===== src/rtl/uart_field_tx.sv =====
// uart_field_tx: latches NUM_FIELDS unsigned fields on start, converts each to
// DIGITS decimal digits with a sequential double-dabble, and sends them as an
// ASCII UART 8N1 frame "f0,f1,...,fN\r\n". Fields that do not fit in DIGITS
// digits are sent as all '9' and flagged on the sticky overflow output.
//
// Handshake (valid/ready): start is a one-cycle request, taken only while busy
// is low. Inside the block a byte is offered with byte_valid/byte_data and is
// consumed on the edge where eng_ready is also high; byte_data must stay stable
// while byte_valid is high and not yet consumed.
module uart_field_tx #(
    parameter int         NUM_FIELDS   = 5,
    parameter int         FIELD_W      = 10,
    parameter int         DIGITS       = 4,
    parameter int         CLKS_PER_BIT = 868,
    parameter logic [7:0] SEP_CHAR     = 8'h2C
) (
    input  logic                          clock,
    input  logic                          reset,
    input  logic                          start,
    input  logic [NUM_FIELDS*FIELD_W-1:0] fields,
    output logic                          tx,
    output logic                          busy,
    output logic                          done,
    output logic                          overflow
);

    // ceil(FIELD_W*0.302+1) nibbles always hold the full conversion result
    localparam int NIB_MIN = 1 + (FIELD_W * 302 + 999) / 1000;
    localparam int NIB     = (NIB_MIN > DIGITS) ? NIB_MIN : DIGITS;
    localparam int BCD_W   = 4 * NIB;
    localparam int BAUD_W  = (CLKS_PER_BIT > 2) ? $clog2(CLKS_PER_BIT) : 1;

    localparam logic [BAUD_W-1:0] BAUD_LAST = BAUD_W'(CLKS_PER_BIT - 1);
    localparam logic [4:0]        CONV_LAST = 5'(FIELD_W - 1);
    localparam logic [2:0]        DIG_LAST  = 3'(DIGITS - 1);
    localparam logic [3:0]        IDX_LAST  = 4'(NUM_FIELDS - 1);

    typedef enum logic [2:0] {
        S_IDLE,
        S_LOAD,
        S_CONVERT,
        S_SEND_DIGIT,
        S_SEND_SEP,
        S_SEND_EOL,
        S_DRAIN,
        S_FINISH
    } state_t;

    state_t state, state_n;

    logic [NUM_FIELDS*FIELD_W-1:0] fields_q;
    logic [FIELD_W-1:0]            sh;
    logic [BCD_W-1:0]              bcd;
    logic [BCD_W-1:0]              bcd_adj;
    logic [4:0]                    conv_cnt;
    logic [2:0]                    dig_cnt;
    logic [3:0]                    idx;
    logic                          eol_second;
    logic                          sat;
    logic [3:0]                    digit;
    logic                          accept;

    // byte engine
    logic                          byte_valid;
    logic [7:0]                    byte_data;
    logic                          eng_ready;
    logic                          byte_load;
    logic                          active;
    logic [3:0]                    bit_cnt;
    logic [BAUD_W-1:0]             baud_cnt;
    logic [9:0]                    frame_sr;

    assign accept    = start && (state == S_IDLE || state == S_FINISH);
    assign busy      = !(state == S_IDLE || state == S_FINISH);
    assign done      = (state == S_FINISH);
    assign tx        = frame_sr[0];
    // engine takes a new byte when idle or on the last cycle of a stop bit
    assign eng_ready = !active || (bit_cnt == 4'd9 && baud_cnt == BAUD_LAST);
    assign byte_load = byte_valid && eng_ready;

    // double-dabble adjust, saturation detect and current digit select
    always_comb begin
        bcd_adj = bcd;
        sat     = 1'b0;
        digit   = 4'd0;
        for (int i = 0; i < NIB; i++) begin
            if (bcd[4*i +: 4] >= 4'd5) bcd_adj[4*i +: 4] = bcd[4*i +: 4] + 4'd3;
        end
        for (int i = DIGITS; i < NIB; i++) begin
            sat = sat | (|bcd[4*i +: 4]);
        end
        for (int i = 0; i < DIGITS; i++) begin
            if (dig_cnt == 3'(DIGITS - 1 - i)) digit = bcd[4*i +: 4];
        end
    end

    // FSM state register
    always_ff @(posedge clock) begin
        if (reset) state <= S_IDLE;
        else       state <= state_n;
    end

    // FSM next state and byte offer to the engine
    always_comb begin
        state_n    = state;
        byte_valid = 1'b0;
        byte_data  = SEP_CHAR;
        case (state)
            S_IDLE: begin
                if (accept) state_n = S_LOAD;
            end
            S_LOAD: begin
                state_n = S_CONVERT;
            end
            S_CONVERT: begin
                if (conv_cnt == CONV_LAST) state_n = S_SEND_DIGIT;
            end
            S_SEND_DIGIT: begin
                byte_valid = 1'b1;
                byte_data  = sat ? 8'h39 : (8'h30 + {4'd0, digit});
                if (eng_ready && dig_cnt == DIG_LAST) begin
                    state_n = (idx == IDX_LAST) ? S_SEND_EOL : S_SEND_SEP;
                end
            end
            S_SEND_SEP: begin
                byte_valid = 1'b1;
                byte_data  = SEP_CHAR;
                if (eng_ready) state_n = S_LOAD;
            end
            S_SEND_EOL: begin
                byte_valid = 1'b1;
                byte_data  = eol_second ? 8'h0A : 8'h0D;
                if (eng_ready && eol_second) state_n = S_DRAIN;
            end
            S_DRAIN: begin
                if (eng_ready) state_n = S_FINISH;
            end
            S_FINISH: begin
                state_n = accept ? S_LOAD : S_IDLE;
            end
            default: state_n = S_IDLE;
        endcase
    end

    // field latch, conversion datapath, digit/field counters and overflow flag
    always_ff @(posedge clock) begin
        if (reset) begin
            fields_q   <= '0;
            sh         <= '0;
            bcd        <= '0;
            conv_cnt   <= '0;
            dig_cnt    <= '0;
            idx        <= '0;
            eol_second <= 1'b0;
            overflow   <= 1'b0;
        end else begin
            if (accept) begin
                fields_q <= fields;
                overflow <= 1'b0;
                idx      <= '0;
            end
            case (state)
                S_LOAD: begin
                    // field 0 sits in the low bits; shifting down exposes the next one
                    sh         <= fields_q[FIELD_W-1:0];
                    fields_q   <= fields_q >> FIELD_W;
                    bcd        <= '0;
                    conv_cnt   <= '0;
                    dig_cnt    <= '0;
                    eol_second <= 1'b0;
                end
                S_CONVERT: begin
                    bcd      <= (bcd_adj << 1) | BCD_W'(sh[FIELD_W-1]);
                    sh       <= sh << 1;
                    conv_cnt <= conv_cnt + 5'd1;
                end
                S_SEND_DIGIT: begin
                    if (sat) overflow <= 1'b1;
                    if (eng_ready) dig_cnt <= dig_cnt + 3'd1;
                end
                S_SEND_SEP: begin
                    if (eng_ready) idx <= idx + 4'd1;
                end
                S_SEND_EOL: begin
                    if (eng_ready) eol_second <= 1'b1;
                end
                default: ;
            endcase
        end
    end

    // UART 8N1 byte engine: start, 8 data LSB first, stop; back-to-back loads
    always_ff @(posedge clock) begin
        if (reset) begin
            active   <= 1'b0;
            bit_cnt  <= '0;
            baud_cnt <= '0;
            frame_sr <= '1;
        end else if (byte_load) begin
            active   <= 1'b1;
            bit_cnt  <= '0;
            baud_cnt <= '0;
            frame_sr <= {1'b1, byte_data, 1'b0};
        end else if (active) begin
            if (baud_cnt == BAUD_LAST) begin
                baud_cnt <= '0;
                frame_sr <= {1'b1, frame_sr[9:1]};
                if (bit_cnt == 4'd9) begin
                    active  <= 1'b0;
                    bit_cnt <= '0;
                end else begin
                    bit_cnt <= bit_cnt + 4'd1;
                end
            end else begin
                baud_cnt <= baud_cnt + 1'b1;
            end
        end
    end

endmodule


===== config.mk =====
export PLATFORM = sky130hd
export DESIGN_NAME = uart_field_tx
export DESIGN_NICKNAME = d
export VERILOG_FILES = /design/src/rtl/uart_field_tx.sv
export SDC_FILE = /design/constraint.sdc
export NUM_CORES = 1
export LEC_CHECK = 0
export BUFFER_PORTS_ARGS = -buffer_cell sky130_fd_sc_hd__buf_4
export CAP_MARGIN = 0
export CORE_MARGIN = 1.5
export CORE_UTILIZATION = 59
export DETAILED_ROUTE_END_ITERATION = 7
export GPL_ROUTABILITY_DRIVEN = 1
export PLACE_DENSITY = 0.86
export SYNTH_ARGS = -nofsm -noshare
export SYNTH_HDL_FRONTEND = slang
export SYNTH_SLANG_ARGS = --single-unit

===== constraint.sdc =====
create_clock -name clock -period 5.9 [get_ports clock]
set_clock_uncertainty 0.15 [all_clocks]
set_input_delay 1.18 -clock clock [delete_from_list [all_inputs] [get_ports clock]]
set_output_delay 1.18 -clock clock [all_outputs]
set_load 0.01 [all_outputs]

==> results list, run 1 <==
- Aggregate routed wire length: 14,100 um
- Number of flops mapped to enable cells by yosys: 0
- In this run, the combinational gates consume 12.0% of the power.
* Top area cells in the synthesized netlist: sky130_fd_sc_hd__dfxtp_1 41%, sky130_fd_sc_hd__nand2_1 9.6%, sky130_fd_sc_hd__a311oi_1 7.3%
- Synthesis produced a netlist with a net count of 821.
* Worst hold path class: flop to flop
- Clock-pin transition on the worst setup and hold timing paths: around 0.060 ns
- Based on the critical path, the design can be clocked at up to 314 MHz.
- In this run switching power makes up between 20% and 30% of total power.
* First DRT Iteration DRCs: about 340
- Flops & latches, synth: 121
* Clock root buffer: sky130_fd_sc_hd__clkbuf_8
- Deepest clock path buffer count: 2
- The startpoint identified for the worst hold timing path is frame_sr[6].
* Final setup margin: 2.71 ns
- In this run the top signal layer used is met4.
- Final-stage net count: 850
* Maximum number of pins on one net before global-route repair: 70
* Floorplan Core Area: between 9000 and 10,000 um^2
- CTS sink cnt: 121
- Cell internal power was estimated by the tool at around 1500 uW.
* Total of buffers placed on input and output ports: 56
- The first global-routing pass estimated approximately 23,000 um of wire.
- Data required time at the worst endpoint: ~4.6 ns
- Summed over its instances, the top area cell type makes up 41.0% of the synthesized netlist area.
* Worst Tran Pin Value: 1.07 ns
- The hold violation total from the final report came to 0.
* Worst EP arrival: 1.86 ns
* Critical path endpoint category: output pin
- Seq pwr share: 42.6%
* Row Count: 36
- Summed over all layers, the global routing overflow is 0.
* Die extent in x: 103 um
- After synthesis the cells add up to 5910 um^2.
* Post-detail-place hpwl: 9070 um
* Fraction of layout cells with a size suffix above 1: between 10% and 20%
* Final setup vio count: 0
- Post-CTS setup-driven buffer insertion count: 0
- STA classifies the critical path startpoint as a flop.
- The clock network is responsible for 45.4% of the overall power.
* Library cell with the largest summed area after synthesis: sky130_fd_sc_hd__dfxtp_1
- Floorplan die height: 103 um
- Mean post-synth cell area: 7.91 um^2
- Run status: finished clean
- The floorplan step defined a die boundary enclosing 10,600 um^2.
- In this run the number of H-tree levels came out at 4.
- The multi-input combinational cells in the finished layout cover a total of 3180 um^2.
- In the detailed route, the total length drawn on met2 is between 7000 and 8000 um.
* Yosys warnings: 0
- Register-to-Register Path Depth: 5
- Ant. Diodes: 0
- For the final routed database, the setup TNS stands at 0 ns.
- In this run the remaining antenna-violating nets after routing total 0.
* Met3 routed wirelength: around 760 um
- For this run, asynchronously set or reset flops after synthesis account for 0%.
* Unrepaired setup endpoints after global routing: false
- The worst register-to-register path begins at state[2].
- The routed design could run at a clock period as short as around 3.2 ns.
* Lkg Pwr: 0.00264 uW
- TritonCTS clock tree: built
- Initial cell density of the core: 60.8%
- Wire per inst: 15.2 um
- Max-capacitance violation count: 0
- For this run, design rule violations remaining after detail routing come to 0.
- Total CTS buffers: 17
- The cell count after synthesis came out at 748.
- For this block, wires on met1 add up to 5920 um.
- Timing analysis after detailed placement gives a worst setup slack of 3.13 ns.
- Power density over cell area: 312 nW/um^2
- 57 I/O pins were placed.
* Sequential element share of the synthesized area: 41.0%
- By startpoint and endpoint, the worst setup path is classified as flop to output pin.
- 1st-pass router iterations: 5
- The final count of pins violating max slew was 0.
- The congestion estimate from routability-driven global placement came to between 0.8 and 0.9.
- Vias in the first global route: 5,064
* Worst slew margin relative to its limit: about 29%
* Maximum fanout encountered on the critical timing path: 18
* Final critical-path share of the clock period: 54.0%
- Post-CTS resize count: 0
* Antenna violations before repair: 0
- VDD sags by at most between 150 and 200 uV.
* Worst Hold Depth: 2
- Across every metal layer, demand over resource in global routing totals 27.5%.
- In the synthesized netlist the dominant register cell turns out to be sky130_fd_sc_hd__dfxtp_1.
* Total via count in the routed design: approximately 5,400
* Worst-skew pair later-pin latency: around 0.52 ns
- The filler cells instantiated in the layout total between 700 and 800.
* Area of all sequential standard cells: approximately 2400 um^2
- Tracing the worst setup path back leads to its startpoint at state[0].
* Netlist cell types: between 50 and 60
* Layout Area Growth over Synthesis: 16.4%
- Using the TritonRoute via totals, the vias-per-cell ratio works out to 5.85.
* Switching Power: 633 uW
* CTS Hold Buffers Added: 0
[synth_stat cells, drive strengths merged (4+ instances only)]
cell      n
inv      21
a21o      8
nand2   151
a22oi     9
buf       6
dfxtp   121
nand3    16
o211ai    4
nor2    103
nand3b    6
nor3     14
a32oi     5
ha       20
and3      4
a21oi    48
or3       8
o21ai    22
xor2      6
xnor2    13
mux2i     5
nor2b     6
nand4     4
clkbuf   46
a311oi   49
nand2b   10
a31oi     5
[placed cells by master, fill, tap and decap left out, drive strengths merged, types with 4 or more instances in the layout]
master  instances
nor3           14
xor2            6
clkinv          5
a31oi           5
a311oi         49
a32oi           5
nand4           4
a21o            8
nand2b         10
a22oi           9
inv            30
xnor2          13
nand2         151
o21ai          22
nor2b           6
nor2          103
dfxtp         121
ha             20
or3             8
o211ai          4
buf            63
and3            4
clkbuf         17
nand3b          6
nand3          16
a21oi          48
mux2i           5
[flip-flops by register name (all words and copies together), names as in the netlist]
name	flops
bcd	20
dig_cnt	3
baud_cnt	10
bit_cnt	4
sh	10
frame_sr	9
eol_second	1
overflow	1
active	1
idx	4
state	3
fields_q	50
conv_cnt	5
[power by group through the flow]
stage / clock network (uW) / logic (uW) / registers [uW]
after floorplan: 0 / 190 / 915
after global routing: 1030 / 285 / 920
final: 974 / 258 / 915
after detailed placement: 0 / 253 / 930
after global placement: 0 / 244 / 928
after CTS: 985 / 257 / 914
[path summary, 6_finish.rpt]
kind                   to  slack (ns)
min           frame_sr[6]        0.31
min reg2reg   frame_sr[6]        0.31
max                  busy        2.71
max reg2reg  fields_q[42]        3.10
[routing by layer]
| metal | track usage, % | up-vias |
|---|---|---|
| met4 | 11.7 | 0 |
| met1 | 34.1 | 2510 |
| met3 | 6.64 | 40 |
| met2 | 45.7 | 182 |
| met5 | 0 | - |
| li1 | - | 2668 |
[worst max-delay path, cell delays in order, from the launching register on]
cell	delay, ns
sky130_fd_sc_hd__dfxtp_1	0.69
sky130_fd_sc_hd__and3_1	0.40
sky130_fd_sc_hd__nor2_1	0.09
sky130_fd_sc_hd__buf_4	0.16
[stage by stage]
step	utilization (%)	total power, uW	hold slack [ns]	std cells	area, um^2
after global routing	70.8	2230	0.331	923	6890
after global placement	64.9	1170	0.287	891	6320
after CTS	70.8	2160	0.313	923	6890
final	70.8	2150	0.314	923	6890
after detailed placement	64.9	1180	0.293	891	6320
after floorplan	-	1100	0.277	748	5910
[logic make-up after synthesis]
logic type	count (synthesis)	share of synthesized area, %
simple gates	336	24.9
compound gates	171	20.1
flops	121	41.0
buf+inv	74	5.73
fa+ha+maj	20	4.23
xor+xnor	19	2.81
mux	7	1.23
[cell type report]
cell class	count	share of cell area (%)
clock buffer	17	6.01
clock inverter	15	2.24
inverter	21	1.14
multi-input combinational	553	46.1
sequential	121	35.2
tap	133	2.42
timing repair buffer	63	6.87
(Power assumes the default switching activity.)
==> inputs of run 2 (changes only) <==
clock period = 3.2 ns   (was 5.9 ns; I/O delays follow)
==> run 2 against run 1 <==
  * Count of clock-buffer cells in the layout increased by 1
  * Highest routed layer unchanged
  * Largest power group unchanged
  * Utilization increased by 0.49 points
  * Non-clock buffer count increased by 2
  * Critical path depth unchanged
  * Critical path type unchanged
==> results list, run 2 (same netlist as run 1, synthesis figures left out) <==
* GRT overflow: 0
- For this run, the total global-route usage over all layers was measured as approximately 28%.
- The die covers 10,600 um^2.
- Ant. Diodes: 0
- The die is 103 um tall.
* Biggest register: fields_q
* Total via count in the routed design: 5,531
* Total CTS buffers: 17
- The critical path goes through and3_1, nor2_1, buf_4.
- The first TritonRoute pass finished after 5 iterations.
- The worst setup path is captured at an output pin.
- Port buffering added 56 buffers.
- The library cell used most frequently in the layout, excluding fill and tap cells, is sky130_fd_sc_hd__nand2_1.
- Fraction of met1 tracks used by global routing: about a third
- For this design the total switching power over the nets is between 1000 and 1500 uW.
- The tree is rooted in a sky130_fd_sc_hd__clkbuf_8.
- Slowest cell on the critical path: sky130_fd_sc_hd__dfxtp_1
- The final layout contains routed wiring with a total length of 14,100 um.
- Static timing analysis puts the maximum clock frequency at 382 MHz.
- The register with the most flip-flops in the layout has 50 of them.
- The number of antenna violations at the first check in global routing came to 0.
* Worst path max stage delay: 0.68 ns
- Power density over cell area: between 500 and 600 nW/um^2
- Wire per inst: 15.3 um
- Commonest cells after routing, fill and taps aside: 150 x sky130_fd_sc_hd__nand2_1, 121 x sky130_fd_sc_hd__dfxtp_1, 102 x sky130_fd_sc_hd__nor2_1, 65 x sky130_fd_sc_hd__buf_4, 49 x sky130_fd_sc_hd__a311oi_1
- The first global-routing pass estimated 23,300 um of wire.
- Clock-pin transition on the worst setup and hold timing paths: 0.06 ns
- The longest clock path from root to sink contains 2 buffers.
- At the end of routability-driven placement, the weighted congestion stood at approximately 0.94.
* Data required time at the worst endpoint: 2.41 ns
- The largest registers in the layout are fields_q x50, bcd x20.
* Sort of element at the start of the critical path: flop
- The min-delay analysis places its worst path in the category input pin to flop.
* First DRT Iteration DRCs: around 330
- Fraction of power consumed by the clock network: a little under half
* Combinational share of power: 11.6%
- Final-stage net count: 852
* Final Max Slew Viols: 0
- Final setup vio count: 0
* Maximum number of pins on one net before global-route repair: 61
* TritonCTS clock tree: built
- CTS sink cnt: 121
* Post-CTS resize count: 0
- Seq pwr share: 41.3%
- In this run the tightest slew margin relative to its limit is about 37%.
* Maximum level of the CTS H-tree: 4
- Area of all sequential standard cells: 2420 um^2
* IO Count: 57
- At the pin with the least slew margin, the transition time is 0.941 ns.
* Top Family by Delay on Critical Path: flip-flops
- In this run the static leakage power is about 0.0027 uW.
- The worst path in the final design needs a cycle of 2.62 ns, including I/O delays and setup.
- CP Buf/Inv Count: 1
- The critical path is of the flop to output pin type.
- Across the VDD grid, the largest voltage drop is 518 uV.
- Once the clock tree was built, the setup fixing pass inserted 0 buffers.
- Initial cell density of the core: 60.8%
* Remaining DRCs: 0
- Vias per inst: 5.98
- Data on the critical path arrives at its endpoint at between 1.5 and 2 ns.
- Row Count: 36
* FILL cells: between 700 and 800
- Max-capacitance violation count: 0
* Combined area of the multi-input logic cells: 3180 um^2
* Die extent in x: around 100 um
- Met3 Track Usage GR: 8.00%
- Run status: finished clean
* Number of hold violations in the final report: 0
* R2R setup slack: 0.74 ns
* Internal: 3000 uW
- Hold repair after CTS inserted 0 buffers.
* Number of placed instances, taps included: a little under 900
- Net switching is 26.6% of the power.
* Unrepaired setup endpoints after global routing: false
* Setup Total Neg Slack: 0 ns
* Layout Area Growth over Synthesis: 17.2%
- Vias in the first global route: 5,188
- Final critical-path share of the clock period: between 80% and 90%
- Post-detail-place hpwl: just over 9000 um
- Along the worst path, the maximum fanout reaches 18.
- For this run, global-route usage on met2 was measured as between 40% and 50%.
* Most heavily used metal layer in global routing: met2
- Fraction of layout cells with a size suffix above 1: 14.0%
- Floorplan Core Area: slightly below 10,000 um^2
- In this run the remaining antenna-violating nets after routing total 0.
* Post-Layout Cell Count: 925
* Worst-skew pair later-pin latency: 0.53 ns
-- run 2: changes by cell type in the layout (fill, tap and decap cells not counted), sizes merged --
cell,change
buf,+2
inv,-7
clkinv,+2
clkbuf,+1
bufinv,+3
clkinvlp,+1
-- run 2: cell type report --
type / instances / area share (%)
sequential: 121 / 34.9
clock inverter: 14 / 2.49
clock buffer: 18 / 6.17
timing repair buffer: 65 / 7.04
tap: 133 / 2.40
inverter: 21 / 1.14
multi-input combinational: 553 / 45.8
-- run 2: per-stage QoR --
stage | hold slack (ns) | instance area (um^2) | utilization [%] | total power, uW | setup WS [ns]
finish | 0.207 | 6930 | 71.3 | 4090 | 0.581
global route | 0.204 | 6930 | 71.3 | 4230 | 0.490
CTS | 0.197 | 6930 | 71.3 | 4090 | 0.586
detailed placement | 0.300 | 6330 | 65.1 | 2180 | 0.811
global placement | 0.294 | 6330 | 65.1 | 2160 | 0.910
floorplan | 0.277 | 5910 | - | 2040 | 1.03
-- run 2: power groups by stage --
| stage | clock [uW] | combinational (uW) | sequential [uW] |
|---|---|---|---|
| floorplan | 0 | 349 | 1690 |
| global placement | 0 | 451 | 1710 |
| detailed placement | 0 | 465 | 1720 |
| CTS | 1930 | 470 | 1690 |
| global route | 2000 | 523 | 1700 |
| finish | 1930 | 473 | 1690 |
-- run 2: tightest hold or removal path: stages --
cell and delay, ns:
sky130_fd_sc_hd__buf_4 0.11, sky130_fd_sc_hd__nand2_1 0.04, sky130_fd_sc_hd__a21oi_1 0.05
-- run 2: final timing paths --
| path | from | to | cells after the start |
|---|---|---|---|
| worst max register to register | state[0] | fields_q[23] | 5 |
| worst max-delay path | state[0] | busy | 3 |
| worst min-delay path | fields[43] | fields_q[43] | 3 |
| worst min register to register | fields_q[41] | fields_q[41] | 2 |
-- run 2: routing by layer --
| layer | vias to the layer above | wire [um] |
|---|---|---|
| met4 | 0 | 287 |
| met5 | - | 0 |
| met2 | 198 | 7030 |
| met3 | 34 | 847 |
| met1 | 2616 | 5960 |
| li1 | 2683 | - |
